==> src/rtl/imem_arbiter_pkg.sv <==
// Shared processor package: default memory geometry and the
// encoding of which requester currently owns the instruction memory port.
package imem_arbiter_pkg;

    localparam int IMEM_ADDR_WIDTH = 8;
    localparam int IMEM_DATA_WIDTH = 32;

    // Owner of the single memory port in the current cycle.
    typedef enum logic [1:0] {
        OWN_NONE   = 2'd0,
        OWN_FETCH  = 2'd1,
        OWN_LOADER = 2'd2
    } owner_e;

endpackage : imem_arbiter_pkg

==> src/rtl/imem_arbiter.sv <==
// Instruction memory arbiter: shares one single-port synchronous memory
// between the instruction fetch unit and a program loader. The loader has
// priority, but a saturating burst counter forces a fetch grant after
// MAX_BURST consecutive loader grants while fetch is waiting.
module imem_arbiter
    import imem_arbiter_pkg::*;
#(
    parameter int ADDR_WIDTH = IMEM_ADDR_WIDTH,
    parameter int DATA_WIDTH = IMEM_DATA_WIDTH,
    parameter int MAX_BURST  = 4
) (
    input  logic                  clk,
    input  logic                  rst,
    // fetch port (read only)
    input  logic                  f_req,
    input  logic [ADDR_WIDTH-1:0] f_addr,
    output logic                  f_gnt,
    output logic                  f_rvalid,
    output logic [DATA_WIDTH-1:0] f_rdata,
    // loader port (read/write)
    input  logic                  l_req,
    input  logic                  l_we,
    input  logic [ADDR_WIDTH-1:0] l_addr,
    input  logic [DATA_WIDTH-1:0] l_wdata,
    output logic                  l_gnt,
    output logic                  l_rvalid,
    output logic [DATA_WIDTH-1:0] l_rdata,
    // memory command
    output logic                  mem_en,
    output logic                  mem_we,
    output logic [ADDR_WIDTH-1:0] mem_addr,
    output logic [DATA_WIDTH-1:0] mem_wdata,
    input  logic [DATA_WIDTH-1:0] mem_rdata
);

    localparam int BURST_W = $clog2(MAX_BURST + 1);
    localparam logic [BURST_W-1:0] BURST_LIMIT = BURST_W'(MAX_BURST);
    localparam logic [BURST_W-1:0] BURST_ONE   = BURST_W'(1);

    owner_e                owner_s;
    logic [BURST_W-1:0]    burst_cnt_r;
    logic [BURST_W-1:0]    burst_cnt_nxt_s;
    logic                  burst_sat_s;
    logic                  f_rvalid_r;
    logic                  l_rvalid_r;
    logic [DATA_WIDTH-1:0] f_hold_r;
    logic [DATA_WIDTH-1:0] l_hold_r;

    assign burst_sat_s = (burst_cnt_r == BURST_LIMIT);

    // Decide who owns the memory port this cycle; nobody while in reset.
    always_comb begin
        owner_s = OWN_NONE;
        if (rst) begin
            owner_s = OWN_NONE;
        end else if (l_req && !(f_req && burst_sat_s)) begin
            owner_s = OWN_LOADER;
        end else if (f_req) begin
            owner_s = OWN_FETCH;
        end else begin
            owner_s = OWN_NONE;
        end
    end

    // Route the owner's request onto the memory command and raise its grant.
    always_comb begin
        f_gnt     = 1'b0;
        l_gnt     = 1'b0;
        mem_en    = 1'b0;
        mem_we    = 1'b0;
        mem_addr  = '0;
        mem_wdata = '0;
        case (owner_s)
            OWN_FETCH: begin
                f_gnt    = 1'b1;
                mem_en   = 1'b1;
                mem_addr = f_addr;
            end
            OWN_LOADER: begin
                l_gnt     = 1'b1;
                mem_en    = 1'b1;
                mem_we    = l_we;
                mem_addr  = l_addr;
                mem_wdata = l_wdata;
            end
            default: begin
                f_gnt = 1'b0;
                l_gnt = 1'b0;
            end
        endcase
    end

    // Count loader grants that make a pending fetch wait; clear once fetch
    // is served or stops asking, and saturate at the limit.
    always_comb begin
        burst_cnt_nxt_s = burst_cnt_r;
        if (!f_req || (owner_s == OWN_FETCH)) begin
            burst_cnt_nxt_s = '0;
        end else if ((owner_s == OWN_LOADER) && !burst_sat_s) begin
            burst_cnt_nxt_s = burst_cnt_r + BURST_ONE;
        end else begin
            burst_cnt_nxt_s = burst_cnt_r;
        end
    end

    // Burst counter and read-valid pulses; reset cancels reads in flight.
    always_ff @(posedge clk or posedge rst) begin
        if (rst) begin
            burst_cnt_r <= '0;
            f_rvalid_r  <= 1'b0;
            l_rvalid_r  <= 1'b0;
        end else begin
            burst_cnt_r <= burst_cnt_nxt_s;
            f_rvalid_r  <= f_gnt;
            l_rvalid_r  <= l_gnt & ~l_we;
        end
    end

    // Capture returned data so each port's rdata holds until its next rvalid.
    always_ff @(posedge clk or posedge rst) begin
        if (rst) begin
            f_hold_r <= '0;
            l_hold_r <= '0;
        end else begin
            if (f_rvalid_r) begin
                f_hold_r <= mem_rdata;
            end
            if (l_rvalid_r) begin
                l_hold_r <= mem_rdata;
            end
        end
    end

    // The memory's data is live only in the rvalid cycle; otherwise show
    // the last value delivered on that port.
    assign f_rvalid = f_rvalid_r;
    assign l_rvalid = l_rvalid_r;
    assign f_rdata  = f_rvalid_r ? mem_rdata : f_hold_r;
    assign l_rdata  = l_rvalid_r ? mem_rdata : l_hold_r;

endmodule : imem_arbiter

==> config.mk <==
export PLATFORM = sky130hd
export DESIGN_NAME = imem_arbiter
export DESIGN_NICKNAME = d
export VERILOG_FILES = /design/src/rtl/imem_arbiter_pkg.sv /design/src/rtl/imem_arbiter.sv
export SDC_FILE = /design/constraint.sdc
export NUM_CORES = 1
export LEC_CHECK = 0
export CAP_MARGIN = 15
export CELL_PAD_IN_SITES_DETAIL_PLACEMENT = 0
export CELL_PAD_IN_SITES_GLOBAL_PLACEMENT = 1
export CORE_ASPECT_RATIO = 1.75
export CORE_MARGIN = 5
export CORE_UTILIZATION = 27
export CTS_CLUSTER_DIAMETER = 100
export CTS_CLUSTER_SIZE = 8
export DETAILED_ROUTE_END_ITERATION = 6
export PLACE_DENSITY_LB_ADDON = 0.1
export SLEW_MARGIN = 20
export SYNTH_ARGS = -nofsm -noshare
export SYNTH_HDL_FRONTEND = slang
export SYNTH_SLANG_ARGS = --single-unit
export TNS_END_PERCENT = 5
==> constraint.sdc <==
create_clock -name clk -period 5.39 [get_ports clk]
set_input_delay 1.078 -clock clk [delete_from_list [all_inputs] [get_ports clk]]
set_output_delay 1.078 -clock clk [all_outputs]
set_load 0.02 [all_outputs]
Word-level counts from Yosys, hierarchy flattened

Index checks and enable logic that the tools add are counted.

Register bits after elaboration: 69
Input port bits: 85
Output and inout port bits: 110
Logic and storage cells: 33

Add/sub/neg operators: 1
Eq/ne operators: 3
Mux-type cells: 13
Bitwise operators: 2
Reduce and logical (&&, ||, !) cells: 9

Operators by type and width:

| cell                  | number |
|---|---|
| $mux W32              | 3 |
| $pmux W8 S2           | 1 |
| $mux W3               | 2 |
| $mux W1               | 5 |
| $mux W2               | 2 |
| $add A3 B1 Y3 const B | 1 |
| $eq A3 B3 Y1 const B  | 1 |
| $logic_and A1 B1 Y1   | 3 |
| $logic_not A1 Y1      | 3 |
| $eq A2 B1 Y1 const B  | 1 |
| $eq A2 B2 Y1 const B  | 1 |
| $reduce_bool A2 Y1    | 1 |
| $reduce_or A2 Y1      | 1 |
| $and A1 B1 Y1         | 1 |
| $logic_or A1 B1 Y1    | 1 |
| $not A1 Y1            | 1 |

Longest topological paths before layout

Word-level depth: 10
Depth in mapped cells: 8
Depth with buffers taken out: 7

Worst setup path before layout

No wires, ideal clock.

Path type: input-to-output
From: input port rst
To: output port mem_addr[0]
Data arrival time: 3.884 ns
Data required time: 4.312 ns
Setup slack: 0.428 ns
Stages: 6
Path buffers: 1
Path through: inv_1 and3_1 ha_1 clkbuf_1 a22oi_1 nor2_1

Word-level cells in the longest chain between the ends: 3

Ends and longest elaborated chain:

| what                                                | RTL line           | source |
|---|---|---|
| start: declaration                                  | imem_arbiter.sv:13 | `input logic rst,` |
| $mux W2 *                                           | imem_arbiter.sv:54 | `if (rst) begin` |
| $eq A2 B2 Y1 / $eq A2 B1 Y1 (equally long branches) | imem_arbiter.sv:73 | `case (owner_s)` |
| $pmux W8 S2 *                                       | imem_arbiter.sv:73 |  |
| end: declaration                                    | imem_arbiter.sv:31 | `output logic [ADDR_WIDTH-1:0] mem_addr,` |

Every way passes the cells marked *; elsewhere a longest branch is shown, timed or not.

Worst setup path in the final report

From: input port rst
To: output port mem_wdata[19]

Word-level cells in the longest chain between the ends: 3

Ends and longest elaborated chain:

| what             | RTL line           | source |
|---|---|---|
| $mux W2          | imem_arbiter.sv:54 |  |
| $eq A2 B2 Y1     | imem_arbiter.sv:73 |  |
| $mux W32         | imem_arbiter.sv:73 |  |
| end: declaration | imem_arbiter.sv:32 | `output logic [DATA_WIDTH-1:0] mem_wdata,` |

No other way between the ends.

==> metrics.cfg <==
[outcome]
status=complete, no violations

[global_routing]
grt_util_all_layers_pct=13.85
grt_pass1_wl_mm=13.93
grt_max_degree=70
antenna_found_initial=0
grt_pass1_vias=2764
gr-total-overflow=0

[synthesis]
syn_area_per_cell_um2=13.45
syn_inst=223
synth_top_area_share_pct=57.55
ys_seq_area_share_pct=57.55
postSynth.asyncResetShare_pct=100.0
synth_common_cells=69 x dfrtp_1, 60 x mux2_2, 33 x and2_1
synth_top_area_cell=dfrtp_1
synth_nets=313
synth-edff-count=0
syn_area_um2=3000
yosys_warnings=0
synthTopCellsByArea=dfrtp_1 58%, mux2_2 23%, and2_1 6.9%, ha_1 2.1%, a22oi_1 2.0%
synthFlopType=dfrtp_1
synthMostInstantiatedCell=dfrtp_1
synth.distinct_cells=22
ys_ff_latch=69

[layout]
area_delta_synth_final_pct=79.02
final_layout_size_suffix_gt1_share_pct=19.91
num_antenna_cells=0
fill_cells=1038
nets=507
fin_util_pct=48.66

[clocking]
cts_tree=built
insertion_delay_ns=0.32
cts-htree-levels=3
postCtsSetupRepairBufs=0
clockBufferDepth=2
cts_resized=0
postCtsHoldBufs=0
root_buffer=clkbuf_16
cts.sinks=69
clkSlewWorstSetupHoldPaths_ns=0.06
cts_buffers=9

[power_and_ir_drop]
leakage_nw=2.173
swShare_pct=28.93
clkPwrFrac_pct=31.6
p_per_area_nw_per_um2=347.6
pwr-share-seq_pct=34.6
p_comb_share_pct=33.8
total_power_mw=1.867
p_switching_mw=0.5401
p_int_mw=1.327
ir_drop_mv=0.2115

[die]
start_util_pct=27.18
core_area_um2=11040
design.die.area_um2=13400
row_count=51
fp.dieH_um=149.5
fp.dieW_um=89.69
pin_count=195

[worst_hold_path]
holdPathEnd=l_hold_r[9]
hold_path_depth=1
holdCritStartpoint=l_hold_r[9]
hold_class=register to register

[detailed_routing]
drcViolationCount=0
wl_per_cell_um=16.48
drt_iter0_markers=73
routed_wl_mm=9.129
via_count=2463
ant_nets=0
viasPerCell=4.446
first_pass_iters=4

[timing]
worst_pin_slew_ns=0.8870
skew_ns=0.005367
final_max_slew_viol_count=0
period_minus_slack_ns=4.511
finalHoldViolCount=0
setup_tns_ns=0
slew_headroom_pct=40.87
setup_violations=0
grt_setup_unrepaired=false
period_share_pct=83.69
fmax_mhz=221.7

[worst_setup_path]
r2r-start=burst_cnt_r[0]
path_class=input pin to output pin
reg2reg_to=burst_cnt_r[2]
r2r.worst_path.cells=7
worstPathRequired_ns=4.31
critPathLaunchType=input pin
critPathArrivalTime_ns=3.43
worstSetupEndpointType=output pin
cp_max_fo=33
rrSetupSlack_ns=3.38

[placed_design]
dp_hpwl_mm=7.086
place_congestion=0.7685
io_buffers=194

[run]
maxCapViolations=0

[state kept, by name, indices dropped and copies added, names as in the netlist]
signal,flops
f_hold_r,32
l_rvalid,1
l_hold_r,32
f_rvalid,1
burst_cnt_r,3
[worst max-delay path by stage]
stage	start	endpoint	slack, ns	cells past startpoint
final	rst	mem_wdata[19]	0.88	6
after global routing	rst	mem_wdata[4]	0.62	6
after CTS	rst	mem_wdata[19]	0.83	6
after detailed placement	rst	mem_wdata[19]	0.83	6
after global placement	rst	mem_wdata[19]	0.81	6
after floorplan	rst	mem_addr[0]	0.43	6
[layer usage]
layer  vias to the layer above  wire, um  track usage [%]
met5                         -         0                0
met4                         0       156            5.589
met3                        10      1190            6.832
met2                       137      4751            23.64
met1                      1170      3030            14.00
li1                       1146         -                -
[placed cells by master, fill, tap and decap left out, types with 2 or more instances in the layout]
cell type | synthesis | final
a21oi_1 | 2 | 2
a22oi_1 | 8 | 8
and2_1 | 33 | 33
buf_4 | 0 | 3
clkbuf_16 | 0 | 9
clkdlybuf4s50_1 | 0 | 194
clkinv_4 | 0 | 2
dfrtp_1 | 69 | 69
ha_1 | 5 | 5
inv_1 | 5 | 4
mux2_1 | 4 | 4
mux2_2 | 60 | 60
nand2_1 | 4 | 4
nand3_1 | 2 | 2
nor2_1 | 8 | 8
[worst max-delay path, cell delays in order]
cell and delay (ns):
clkdlybuf4s50_1 0.55, inv_2 0.12, and3_1 0.18, ha_1 0.65
and2_1 0.23, clkdlybuf4s50_1 0.62
[kinds of logic (layout without fill, tap and decap cells)]
group	after synthesis	after routing	share of synthesized area, %
buffers and inverters	19	218	2.669
adder cells (fa/ha/maj)	5	5	2.085
AND/OR/NAND/NOR	52	52	10.01
flip-flops	69	69	57.55
multiplexers	64	64	24.02
AO/OA/AOI/OAI	14	14	3.670
[final cells by class]
cell class / instances / area [um2] / area share (%)
Clock buffer: 11 / 242.7 / 4.519
Clock inverter: 5 / 60.06 / 1.118
Inverter: 5 / 18.77 / 0.3494
Multi-Input combinational cell: 135 / 1194 / 22.22
Sequential cell: 69 / 1727 / 32.15
Tap cell: 132 / 165.2 / 3.075
Timing Repair Buffer: 197 / 1964 / 36.57
[power by group through the flow]
| stage | sequential (mW) | clock (mW) | combinational, mW |
|---|---|---|---|
| 6_report | 0.646 | 0.590 | 0.631 |
| 3_5_place_dp | 0.659 | 0 | 0.643 |
| 2_1_floorplan | 0.646 | 0 | 0.316 |
| 4_1_cts | 0.649 | 0.610 | 0.645 |
| 5_1_grt | 0.658 | 0.635 | 0.673 |
| 3_3_place_gp | 0.653 | 0 | 0.639 |
[per-stage QoR]
step | std cells | worst slack, ns | hold WS [ns] | cell area [um2]
after floorplan | 223 | 0.4285 | 0.5248 | 3000
after CTS | 554 | 0.8270 | 0.4871 | 5371
after global routing | 554 | 0.6151 | 0.5015 | 5371
final | 554 | 0.8792 | 0.4806 | 5371
after global placement | 538 | 0.8113 | 0.4662 | 5069
after detailed placement | 538 | 0.8272 | 0.4722 | 5069
Power figures use the tool's default switching activity.
